===== config.mk =====
export PLATFORM = sky130hd
export DESIGN_NAME = fg_sweep_ctrl
export DESIGN_NICKNAME = d
export VERILOG_FILES = /design/src/rtl/fg_sweep_ctrl.sv
export SDC_FILE = /design/constraint.sdc
export NUM_CORES = 1
export LEC_CHECK = 0
export ABC_AREA = 1
export CAP_MARGIN = 20
export CORE_AREA = 2 2 143 145
export DETAILED_ROUTE_END_ITERATION = 8
export DIE_AREA = 0 0 145 147
export PLACE_DENSITY = 0.36
export SLEW_MARGIN = 20
export SYNTH_ARGS = -nofsm -noshare
export SYNTH_HDL_FRONTEND = slang
export SYNTH_SLANG_ARGS = --single-unit

===== constraint.sdc =====
create_clock -name clk -period 7.3 [get_ports clk]
set_clock_uncertainty 0.1 [all_clocks]
set_input_delay 1.46 -clock clk [delete_from_list [all_inputs] [get_ports clk]]
set_output_delay 1.46 -clock clk [all_outputs]
set_load 0.005 [all_outputs]

===== src/rtl/fg_sweep_ctrl.sv =====
// fg_sweep_ctrl: shares the FG config register write port between host writes
// and a sweep engine that steps one config register from START to STOP by STEP
// every DWELL waveform periods. Host writes always win the port.
module fg_sweep_ctrl #(
  parameter int DW      = 8,
  parameter int AW      = 3,
  parameter int NUM_CR  = 7,
  parameter int DWELL_W = 8
) (
  input  logic          clk,
  input  logic          rst_n,
  input  logic          host_wr_i,
  input  logic          host_sel_i,
  input  logic [AW-1:0] host_addr_i,
  input  logic [DW-1:0] host_data_i,
  input  logic          fg_enable_i,
  input  logic          period_done_i,
  output logic          cr_wr_o,
  output logic [AW-1:0] cr_addr_o,
  output logic [DW-1:0] cr_data_o,
  output logic          sweep_active_o,
  output logic          sweep_done_o
);

  localparam logic [AW:0] NUM_CR_W = (AW+1)'(NUM_CR);

  typedef enum logic [2:0] {IDLE, ARM, WRITE, WAIT, DONE} state_t;

  state_t state, state_nxt;

  logic [DW-1:0]      start_val, stop_val, step_val;
  logic [DWELL_W-1:0] dwell_val;
  logic               down, loop_mode;
  logic [AW-1:0]      tgt;

  logic [DW-1:0]      cur, cur_nxt;
  logic [DWELL_W-1:0] dwell_cnt, dwell_cnt_nxt, dwell_eff, dwell_inc;
  logic               last_step, last_step_nxt;

  logic               host_fg_wr, ctrl_wr, start_req, start_ok, abort_req;
  logic               active, sweep_wr, ovf;
  logic [DW:0]        sum, diff;

  assign host_fg_wr = host_wr_i & ~host_sel_i & ({1'b0, host_addr_i} < NUM_CR_W);
  assign ctrl_wr    = host_wr_i & host_sel_i & (host_addr_i == AW'(4));
  assign active     = (state == ARM) | (state == WRITE) | (state == WAIT);
  assign start_req  = ctrl_wr & host_data_i[0] & ((state == IDLE) | (state == DONE));
  assign start_ok   = ({1'b0, host_data_i[4 +: AW]} < NUM_CR_W);
  assign abort_req  = ctrl_wr & ~host_data_i[0] & active;

  // Next-value arithmetic is one bit wider so carry/borrow flags the overflow.
  assign sum  = {1'b0, cur} + {1'b0, step_val};
  assign diff = {1'b0, cur} - {1'b0, step_val};
  assign ovf  = down ? (diff[DW] | (diff[DW-1:0] < stop_val))
                     : (sum[DW]  | (sum[DW-1:0]  > stop_val));

  assign dwell_eff = (dwell_val == '0) ? DWELL_W'(1) : dwell_val;
  assign dwell_inc = dwell_cnt + DWELL_W'(1);

  assign sweep_active_o = active;
  assign sweep_done_o   = (state == DONE);

  // Host-programmed sweep registers.
  always_ff @(posedge clk) begin
    if (!rst_n) begin
      start_val <= '0;
      stop_val  <= '1;
      step_val  <= DW'(1);
      dwell_val <= DWELL_W'(1);
      down      <= 1'b0;
      loop_mode <= 1'b0;
      tgt       <= '0;
    end else if (host_wr_i && host_sel_i) begin
      case (host_addr_i)
        AW'(0): start_val <= host_data_i;
        AW'(1): stop_val  <= host_data_i;
        AW'(2): step_val  <= host_data_i;
        AW'(3): dwell_val <= DWELL_W'(host_data_i);
        AW'(4): begin
          down      <= host_data_i[1];
          loop_mode <= host_data_i[2];
          tgt       <= host_data_i[4 +: AW];
        end
        default: ;
      endcase
    end
  end

  // Engine state register.
  always_ff @(posedge clk) begin
    if (!rst_n) begin
      state     <= IDLE;
      cur       <= '0;
      dwell_cnt <= '0;
      last_step <= 1'b0;
    end else begin
      state     <= state_nxt;
      cur       <= cur_nxt;
      dwell_cnt <= dwell_cnt_nxt;
      last_step <= last_step_nxt;
    end
  end

  // Next-state, step computation and sweep write request.
  // last_step marks a clamp-to-STOP write so DONE follows its dwell even when
  // STEP=0 would otherwise keep rewriting STOP forever.
  always_comb begin
    state_nxt     = state;
    cur_nxt       = cur;
    dwell_cnt_nxt = dwell_cnt;
    last_step_nxt = last_step;
    sweep_wr      = 1'b0;
    case (state)
      IDLE, DONE: begin
        if (start_req) state_nxt = start_ok ? ARM : IDLE;
      end
      ARM: begin
        cur_nxt       = start_val;
        last_step_nxt = 1'b0;
        state_nxt     = WRITE;
      end
      WRITE: begin
        if (!host_fg_wr) begin
          sweep_wr      = 1'b1;
          dwell_cnt_nxt = '0;
          state_nxt     = WAIT;
        end
      end
      WAIT: begin
        if (fg_enable_i && period_done_i) begin
          if (dwell_inc >= dwell_eff) begin
            dwell_cnt_nxt = '0;
            if (last_step) begin
              state_nxt = DONE;
            end else if (!ovf) begin
              cur_nxt   = down ? diff[DW-1:0] : sum[DW-1:0];
              state_nxt = WRITE;
            end else if (loop_mode) begin
              cur_nxt   = start_val;
              state_nxt = WRITE;
            end else if (cur != stop_val) begin
              cur_nxt       = stop_val;
              last_step_nxt = 1'b1;
              state_nxt     = WRITE;
            end else begin
              state_nxt = DONE;
            end
          end else begin
            dwell_cnt_nxt = dwell_inc;
          end
        end
      end
      default: state_nxt = IDLE;
    endcase
    if (abort_req) begin
      state_nxt = IDLE;
      sweep_wr  = 1'b0;
    end
  end

  // Registered config write port; host write takes precedence over the engine.
  always_ff @(posedge clk) begin
    if (!rst_n) begin
      cr_wr_o   <= 1'b0;
      cr_addr_o <= '0;
      cr_data_o <= '0;
    end else begin
      cr_wr_o <= host_fg_wr | sweep_wr;
      if (host_fg_wr) begin
        cr_addr_o <= host_addr_i;
        cr_data_o <= host_data_i;
      end else if (sweep_wr) begin
        cr_addr_o <= tgt;
        cr_data_o <= cur;
      end
    end
  end

endmodule


==> impl_metrics.ini <==
[cts]
postCtsSetupBuffers = 0
cts_resized = 0
cts_htree_levels = 3
cts_tree = done
clk_path_buf_depth = 2
cts_hold_buf = 0
numCtsBuffers = 9
clock_sinks = 69
root_buffer = clkbuf_16
insertion_delay_ps = 340
path_clk_slew_ps = 60

[layout]
drive_gt1_share_pct = 10.63
nFillCells = 2219
antenna_cells = 0
final_util_pct = 28.85
layout.nets = 788
fin_area_um2 = 5724
final_cell_mix = nand2_1, inv_1, dfxtp_1, nor2_1
syn_to_final_growth_pct = 17.46
mostFrequentLayoutCell = nand2_1

[min_path]
hold_path_class = register to register

[synth]
synth_mux_area_share_pct = 0.4108
ys_warn_count = 0
yosysUniqueCellTypes = 46
synth_area_per_cell_um2 = 6.854
synthSimpleGateAreaFrac_pct = 30.81
syn_area_um2 = 4873
synth_edf_count = 0
synth_flop_cell = dfxtp_1
ys_seq_elements = 69
synthAdderAreaFrac_pct = 11.09
synth_cells = 711
seq_area_frac_synth_pct = 28.34
syn_nets = 770
ys_async_sr_fraction_pct = 0
synth_top_family_by_area = simple AND/OR/NAND/NOR gates
synth_xor_area_share_pct = 2.157
synth_compound_area_share_pct = 16.10

[pwr]
pwr_density_cell_nw_per_um2 = 208.1
power_leakage_nw = 2.720
total_power_mw = 1.191
ir_drop_mv = 0.1043

[worst_setup_path]
path_depth = 18
reg2reg_slack_ps = 3820
crit_fanout = 16
crit_path_end_kind = register
crit_path_end = cur[7]
critPathMaxStageDelay_ps = 440
critPathTopFamily = simple AND/OR/NAND/NOR gates
arrival_ps = 3600
rr_endpoint = cur[7]
start_kind = register
cp.buffers_inverters = 1
reg2reg_depth = 18
crit_slowest_cell = fa_1
critPathKind = register to register
rr_startpoint = step_val[0]
cp.required_ps = 7420
crit_start = step_val[0]
crit_top_cell = nand2_1
crit_chain = ha_1 -> fa_1 -> nand3_1 -> nand2_1 -> xor2_1 -> inv_1 -> ha_1 -> nand2_1 -> nor2_1 -> nand2_1 -> nand2_1 -> nand2_1 -> nand2_2 -> nand4_2 -> nand2_4 -> nand2_1 -> nand2_1 -> nor2_1

[sta]
hold_slack_ps = 371.2
fmax_mhz = 287.7
finalSetupTns_ps = 0
final_hold_viol_count = 0
slew_violations = 0
post-route-period-util_pct = 47.61
max_slew_margin_pct = 37.06
rsz0062_at_grt = false
tightest_slew_ps = 944.1
setup_viol = 0
min_period_ps = 3475

[drt]
drt-total-wl_um = 14650
drt-pass1-iter-count = 5
vias = 4477
ant_nets = 0
drt-wirelength-per-cell_um = 14.59
drc_errors = 0
via_per_inst = 4.459
drt_iter0_drc = 178

[global_routing]
grt_pass1_vias = 4199
antenna_found_initial = 0
grt_max_degree = 59
overflow = 0
grt_pass1_wl_um = 23510
grt_usage_pct = 14.01

[die]
initial_core_util_pct = 24.56
die_x_um = 145
ioPinCount = 31
core_um2 = 19840
num_rows = 52
die_y_um = 147
die-area_um2 = 21320

[placed_design]
globalplace.congestion = 0.8216
place_hpwl_um = 11410
port_buffers = 30
dpl_cell_area_um2 = 5371

[run_status]
status = finished, final reports clean

[run]
cap_violations = 0
-- synthesized netlist by cell type (all sizes together), types with 2 or more instances --
| cell type | number | area share, % |
|---|---|---|
| nand2 | 196 | 16 |
| inv | 105 | 8.1 |
| dfxtp | 69 | 28 |
| nor2 | 61 | 5.6 |
| o21ai | 55 | 5.7 |
| a21oi | 50 | 5.7 |
| nand3 | 41 | 5.4 |
| ha | 40 | 10 |
| buf | 14 | 2.2 |
| a31oi | 11 | 1.4 |
| nand4 | 11 | 2.0 |
| clkbuf | 10 | 0.77 |
| o211ai | 9 | 1.4 |
| xor2 | 9 | 1.6 |
| a22oi | 6 | 0.92 |
| nor3 | 5 | 0.82 |
| o21a | 3 | 0.46 |
| xnor2 | 3 | 0.54 |
| and2 | 2 | 0.26 |
| fa | 2 | 0.82 |
| mux2i | 2 | 0.41 |
-- registers in the layout (all words and copies together), names as in the netlist --
register / cells
loop_mode: 1
cr_addr_o: 3
down: 1
tgt: 3
dwell_val: 8
start_val: 8
state: 3
cr_data_o: 8
cur: 8
stop_val: 8
dwell_cnt: 8
step_val: 8
cr_wr_o: 1
last_step: 1
-- where the power goes --
group	internal, mW	switching, mW	leakage [nW]	total, mW
Sequential	0.395	0.0188	0.560	0.413
Combinational	0.0992	0.163	2.00	0.262
Clock	0.336	0.180	0.162	0.515
Total	0.829	0.362	2.72	1.19
-- metal layers --
metal / GRT usage, % / vias to the layer above / share of wire [%]
met1: 18.58 / 2052 / 48
met3: 2.764 / 19 / 2.8
met2: 23.64 / 72 / 48
met4: 3.069 / 0 / 1.3
met5: 0 / - / 0
li1: - / 2334 / -
-- kinds of logic after synthesis --
kind of cell               count (synthesis)
buffers and inverters                    130
xor gates and xnor gates                  12
muxes                                      2
and+or+nand+nor                          319
AOI/OAI and AO/OA                        137
DFF                                       69
adders and majority gates                 42
-- worst min-delay path, cell delays in order, from the launching register on --
cell and delay [ps]:
dfxtp_1 320, inv_1 50, a21oi_1 50
-- worst min-delay path by stage --
stage,slack [ps],endpoint,start,cells past startpoint
after floorplan,330,start_val[0],start_val[0],2
after global placement,360,start_val[0],start_val[0],2
after detailed placement,360,start_val[0],start_val[0],2
after CTS,370,start_val[0],start_val[0],2
after global routing,400,start_val[3],start_val[3],2
final,370,start_val[0],start_val[0],2
-- cell type report --
type	count	area [um^2]	share of cell area (%)
clock inverter	7	122.6	2.142
inverter	106	397.9	6.951
timing repair buffer	31	302.8	5.290
clock buffer	9	225.2	3.934
sequential	69	1381	24.13
tap	270	337.8	5.902
multi-input combinational	512	2957	51.65
-- per-stage QoR --
step / setup WS, ps / instances
after floorplan: 4613 / 711
after global placement: 3545 / 988
after detailed placement: 3446 / 988
after CTS: 3817 / 1004
after global routing: 3398 / 1004
final: 3825 / 1004
Power figures use the tool's default switching activity.
